$ cat config.mk
export PLATFORM = sky130hd
export DESIGN_NAME = malu_seq
export DESIGN_NICKNAME = d
export VERILOG_FILES = /design/src/rtl/malu_seq.sv
export SDC_FILE = /design/constraint.sdc
export NUM_CORES = 2
export LEC_CHECK = 0
export CAP_MARGIN = 20
export CORE_ASPECT_RATIO = 1.75
export CORE_MARGIN = 1
export CORE_UTILIZATION = 55
export DETAILED_ROUTE_END_ITERATION = 10
export PLACE_DENSITY = 0.78
export SYNTH_ARGS = -nofsm -noshare
export SYNTH_HDL_FRONTEND = slang
export SYNTH_SLANG_ARGS = --single-unit
$ cat constraint.sdc
create_clock -name clk -period 50.3 [get_ports clk]
set_input_delay 10.06 -clock clk [delete_from_list [all_inputs] [get_ports clk]]
set_output_delay 10.06 -clock clk [all_outputs]
set_load 0.1 [all_outputs]
$ cat src/rtl/malu_seq.sv
// Sequential matrix ALU: one result element per clock under a start/busy/done handshake.
// Operands, opcode, scalar and active size are latched on an accepted start.
module malu_seq #(
  parameter int DIM = 5,
  parameter int W   = 8,
  parameter int FW  = 8
) (
  input  logic                   clk,
  input  logic                   rst,
  input  logic                   start,
  input  logic [3:0]             opcode,
  input  logic [2:0]             size,
  input  logic [FW-1:0]          f,
  input  logic [DIM*DIM*W-1:0]   A_flat,
  input  logic [DIM*DIM*W-1:0]   B_flat,
  output logic                   busy,
  output logic                   done,
  output logic                   overflow,
  output logic [DIM*DIM*W-1:0]   C_flat
);

  localparam int unsigned DIMU = DIM;
  localparam int unsigned WU   = W;
  localparam int          IW   = $clog2(DIM);
  localparam int          NW   = $clog2(DIM + 1);
  // Wide enough for any exact result: scalar product or a full mul accumulation.
  localparam int          EW   = 2 * W + FW + 8;

  typedef enum logic [1:0] {S_IDLE, S_CALC, S_DONE} state_e;
  typedef enum logic [3:0] {
    OP_ADD = 4'd1,
    OP_SUB = 4'd2,
    OP_MUL = 4'd3,
    OP_TRN = 4'd4,
    OP_NEG = 4'd5,
    OP_SCL = 4'd6
  } op_e;

  state_e                   state_q, state_d;
  logic [DIM*DIM*W-1:0]     a_q, a_d, b_q, b_d, c_flat_q, c_flat_d;
  logic [3:0]               op_q, op_d;
  logic signed [FW-1:0]     f_q, f_d;
  logic [NW-1:0]            n_q, n_d;
  logic [IW-1:0]            r_q, r_d, c_q, c_d;
  logic                     ovf_q, ovf_d;

  logic signed [W-1:0]      a_rc, b_rc, a_cr, trunc;
  logic signed [EW-1:0]     exact;
  logic                     in_range, ovf_elem;
  int unsigned              ri, ci, ni;

  always_comb begin
    ri       = 32'(r_q);
    ci       = 32'(c_q);
    ni       = 32'(n_q);
    a_rc     = $signed(a_q[(ri * DIMU + ci) * WU +: W]);
    b_rc     = $signed(b_q[(ri * DIMU + ci) * WU +: W]);
    a_cr     = $signed(a_q[(ci * DIMU + ri) * WU +: W]);
    in_range = (ri < ni) && (ci < ni);
    exact    = '0;
    if (in_range) begin
      case (op_q)
        OP_ADD: exact = EW'(a_rc) + EW'(b_rc);
        OP_SUB: exact = EW'(a_rc) - EW'(b_rc);
        OP_MUL: begin
          for (int unsigned k = 0; k < DIMU; k++) begin
            if (k < ni) begin
              exact = exact
                    + EW'($signed(a_q[(ri * DIMU + k) * WU +: W]))
                    * EW'($signed(b_q[(k * DIMU + ci) * WU +: W]));
            end
          end
        end
        OP_TRN: exact = EW'(a_cr);
        OP_NEG: exact = '0 - EW'(a_rc);
        OP_SCL: exact = EW'(f_q) * EW'(a_rc);
        default: exact = '0;
      endcase
    end
    trunc    = exact[W-1:0];
    // Overflow when the exact value differs from the sign extension of its stored low bits.
    ovf_elem = (exact != {{(EW-W){trunc[W-1]}}, trunc});
  end

  always_comb begin
    state_d  = state_q;
    a_d      = a_q;
    b_d      = b_q;
    op_d     = op_q;
    f_d      = f_q;
    n_d      = n_q;
    r_d      = r_q;
    c_d      = c_q;
    c_flat_d = c_flat_q;
    ovf_d    = ovf_q;
    case (state_q)
      S_IDLE: begin
        if (start) begin
          a_d      = A_flat;
          b_d      = B_flat;
          op_d     = opcode;
          f_d      = $signed(f);
          n_d      = (size == 3'd0 || 32'(size) > DIMU) ? NW'(DIMU) : NW'(size);
          r_d      = '0;
          c_d      = '0;
          c_flat_d = '0;
          ovf_d    = 1'b0;
          state_d  = (opcode inside {[4'd1:4'd6]}) ? S_CALC : S_DONE;
        end
      end
      S_CALC: begin
        c_flat_d[(ri * DIMU + ci) * WU +: W] = trunc;
        ovf_d = ovf_q | ovf_elem;
        if (c_q == IW'(DIM - 1)) begin
          c_d = '0;
          if (r_q == IW'(DIM - 1)) begin
            r_d     = '0;
            state_d = S_DONE;
          end else begin
            r_d = r_q + IW'(1);
          end
        end else begin
          c_d = c_q + IW'(1);
        end
      end
      S_DONE:  state_d = S_IDLE;
      default: state_d = S_IDLE;
    endcase
  end

  always_ff @(posedge clk) begin
    if (rst) begin
      state_q  <= S_IDLE;
      a_q      <= '0;
      b_q      <= '0;
      op_q     <= '0;
      f_q      <= '0;
      n_q      <= '0;
      r_q      <= '0;
      c_q      <= '0;
      c_flat_q <= '0;
      ovf_q    <= 1'b0;
    end else begin
      state_q  <= state_d;
      a_q      <= a_d;
      b_q      <= b_d;
      op_q     <= op_d;
      f_q      <= f_d;
      n_q      <= n_d;
      r_q      <= r_d;
      c_q      <= c_d;
      c_flat_q <= c_flat_d;
      ovf_q    <= ovf_d;
    end
  end

  always_comb begin
    busy     = (state_q == S_CALC);
    done     = (state_q == S_DONE);
    overflow = ovf_q;
    C_flat   = c_flat_q;
  end

endmodule

==> summary.txt <==
Run status
  – Status: complete, no violations

Global route
  – First-pass GRT wire length: 354300 um
  – Leftover overflow at the end of global routing: 0
  – Number of antenna violations at the first check in global routing: 37
  – M2 GR Usage: 73.06%
  – Via count of the first global-routing pass: 54760
  – Largest net degree at the start of global routing: 254
  – Routing usage on met1: 47.03%
  – Total routing usage reported by global routing: 45.55%
  – Fraction of met3 tracks used by global routing: 10.72%
  – Most heavily used metal layer in global routing: met2

Power and ir drop
  – Total leakage power: 26.85 nW
  – Pwr dens: 31.15 nW/um^2
  – Total Power Consumption: 2.104 mW
  – Maximum ir drop on the vdd rail: 0.03229 mV

Die
  – FP Rows: 157
  – Starting Density: 55.60%
  – Height of the chip: 432.4 um
  – Die W: 247.9 um
  – Number of ports placed on the die boundary: 621
  – Full die area: 107200 um^2
  – Core outline area: 104700 um^2

Clock network
  – Setup Fix Bufs, Post-CTS: 0
  – Clock Tree Buf Depth: 3
  – TritonCTS clock tree: yes
  – Maximum level of the CTS H-tree: 2
  – Count of instances resized after the clock tree is built: 0
  – Clk Tree Root Cell: clkbuf_16
  – Clock buffer count from CTS: 59
  – Post-CTS Hold Fix Bufs: 0
  – Num Clock Sinks: 624
  – Clock transition at the registers of the reported paths: 0.10 ns
  – Insertion delay to the later sink of the worst-skew pair: 0.72 ns

Placed design
  – Placed wire-length estimate after detailed placement: 193800 um
  – Number of buffers inserted by port buffering: 620
  – Cells after DPL: 8409
  – Gp weighted congestion: 1.034
  – Setup slack after placement: 24.87 ns

Logic synthesis
  – Post-Syn Nets: 8101
  – Proportion of register bits with asynchronous set or reset after synthesis: 0%
  – Post-synthesis instance total: 6726
  – EDFF count, synth: 0
  – Number of warning messages in the yosys log: 0
  – Syn avg cell area: 8.655 um^2
  – Synth unique cells: 94
  – Most used DFF post-synth: dfxtp_1
  – Post-synthesis cell area: 58210 um^2
  – Sequential fraction of the synthesis area: 21.46%
  – Flip-flop and latch count after synthesis: 624

Finish
  – Top library cells by usage in the layout, fill and taps aside: nand2_1, a21oi_1, inv_1
  – NumNets Final: 8497
  – Area Growth Syn to Fin: 16.05%
  – Proportion of layout cells with a drive suffix above 1: 7.209%
  – Number of non-filler instances in the completed layout: 8550
  – Fin util: 64.52%
  – Leading cell type in the layout, fill and taps excluded: nand2_1

Timing
  – Slew Limit Headroom: 13.05%
  – Unrepaired setup endpoints after global routing: no
  – Worst path setup slack after routing: 24.67 ns
  – Max Clock Skew: 0.03873 ns
  – Number of failing setup endpoints in the final timing report: 0
  – Tightest Pin Transition: 1.304 ns
  – Final hold violation count: 0
  – Final-layout setup total negative slack: 0 ns
  – Max Transition Viols Final: 0
  – Share of the cycle needed by the critical path after routing: 50.95%
  – Max frequency: 39.02 MHz
  – Final worst path period need: 25.63 ns

Routing
  – Number of nets still failing antenna checks after routing: 0
  – Number of iterations in the first detailed-routing pass: 8
  – Final wirelength: 243400 um
  – Routed WL per cell: 28.46 um
  – 1st-iter DRT viols: 5648
  – Via-to-Cell Ratio: 6.354
  – Post-route DRC: 0
  – Via count: 54330

Critical path
  – Launching element of the worst setup path: r_q[2]$_SDFFE_PP0P_
  – Slowest stage cell on the critical path: o41ai_1
  – Reg2Reg Setup Slack: 24.67 ns
  – Crit Path Class: reg2reg
  – Critical Path End Type: flip-flop
  – Critical Path Source Type: flip-flop
  – Slowest cell delay on critical path: 0.80 ns
  – Most used cell along the critical path: fa_1
  – Worst Path Arrival: 26.23 ns
  – Max FO, Critical Path: 36
  – Data required time of the worst path: 50.90 ns
  – FF-to-FF Start: r_q[2]$_SDFFE_PP0P_

Min path
  – Beginning of the worst hold path: C_flat[31]$_SDFFE_PP0P_
  – Class of the tightest hold or removal check: reg2reg

Run
  – Maximum Capacitance Violations: 0
critical path, delay by kind of cell (launching register included):
kind / cells / cell delay [ns]
flops: 1 / 0.73
fa+ha+maj: 29 / 13.31
simple gates: 11 / 2.66
mux: 1 / 0.26
compound gates: 19 / 6.24
xor+xnor: 5 / 1.15
buf+inv: 7 / 1.13
metal layers:
metal  vias to the layer above  share of wire [%]
li1                      23570                  -
met1                     26330                 31
met4                        20                 13
met2                      3316                 46
met3                      1095                9.3
met5                         -              0.058
kinds of logic after synthesis:
logic type	Yosys count	synth area share [%]
xor gates and xnor gates	139	2.115
muxes	315	10.24
and+or+nand+nor	2318	17.14
DFF	624	21.46
adders and majority gates	957	28.33
buffers and inverters	1013	6.771
AOI/OAI and AO/OA	1360	13.93
synthesized netlist by cell type, types with 16 or more instances:
cell      count  area share (%)
a211oi_1     58            0.75
a21o_1       40            0.52
a21oi_1     779             6.7
a22o_1       25            0.38
a22oi_1      34            0.44
a31oi_1      54            0.58
and2_1       80            0.86
and3_1       25            0.27
buf_1        34            0.22
buf_2        30            0.26
clkbuf_1    296             1.9
dfxtp_1     624              21
fa_1        602              21
ha_1        355             7.6
inv_1       630             4.1
mux2_2       26            0.50
mux2i_1      67             1.2
mux4_2      222             8.6
nand2_1    1371             8.8
nand2b_1     54            0.58
nand3_1     258             2.2
nor2_1      314             2.0
nor2b_1      59            0.63
nor3_1       50            0.43
o211ai_1     21            0.27
o21a_1       34            0.44
o21ai_0     124             1.1
o21ai_1      17            0.15
or2_2        16            0.17
or3_1        30            0.32
xnor2_1      96             1.4
xor2_1       42            0.63
cell type report:
class	count	area, um^2
antenna	27	67.56
clock buffer	79	1682
clock inverter	32	430.4
fill	8915	37140
inverter	635	2384
multi-input combinational	5089	41850
sequential	624	12500
tap	1351	1690
timing repair buffer	713	6950
path summary, 6_finish.rpt:
path | endpoint | cells past startpoint
hold reg to reg | C_flat[31]$_SDFFE_PP0P_ | 2
hold / removal | C_flat[31]$_SDFFE_PP0P_ | 2
setup / recovery | overflow$_SDFFE_PP0P_ | 72
setup reg to reg | overflow$_SDFFE_PP0P_ | 72
registers in the layout, indices dropped and copies added (netlist names), 3 cells and up:
name,count
C_flat,200
a_q,200
b_q,200
f_q,8
op_q,4
c_q,3
n_q,3
r_q,3
report_power, final:
group | switching, mW | internal [mW]
sequential | 0.0424 | 0.519
clock | 0.227 | 0.274
combinational | 0.646 | 0.396
total | 0.915 | 1.19
metrics by stage:
stage	hold WS, ns	area, um^2
floorplan	0.4416	58210
finish	0.4677	67560
detailed placement	0.4598	65350
CTS	0.4692	67460
global route	0.4881	67540
global placement	0.4530	65310
(Power assumes the default switching activity.)
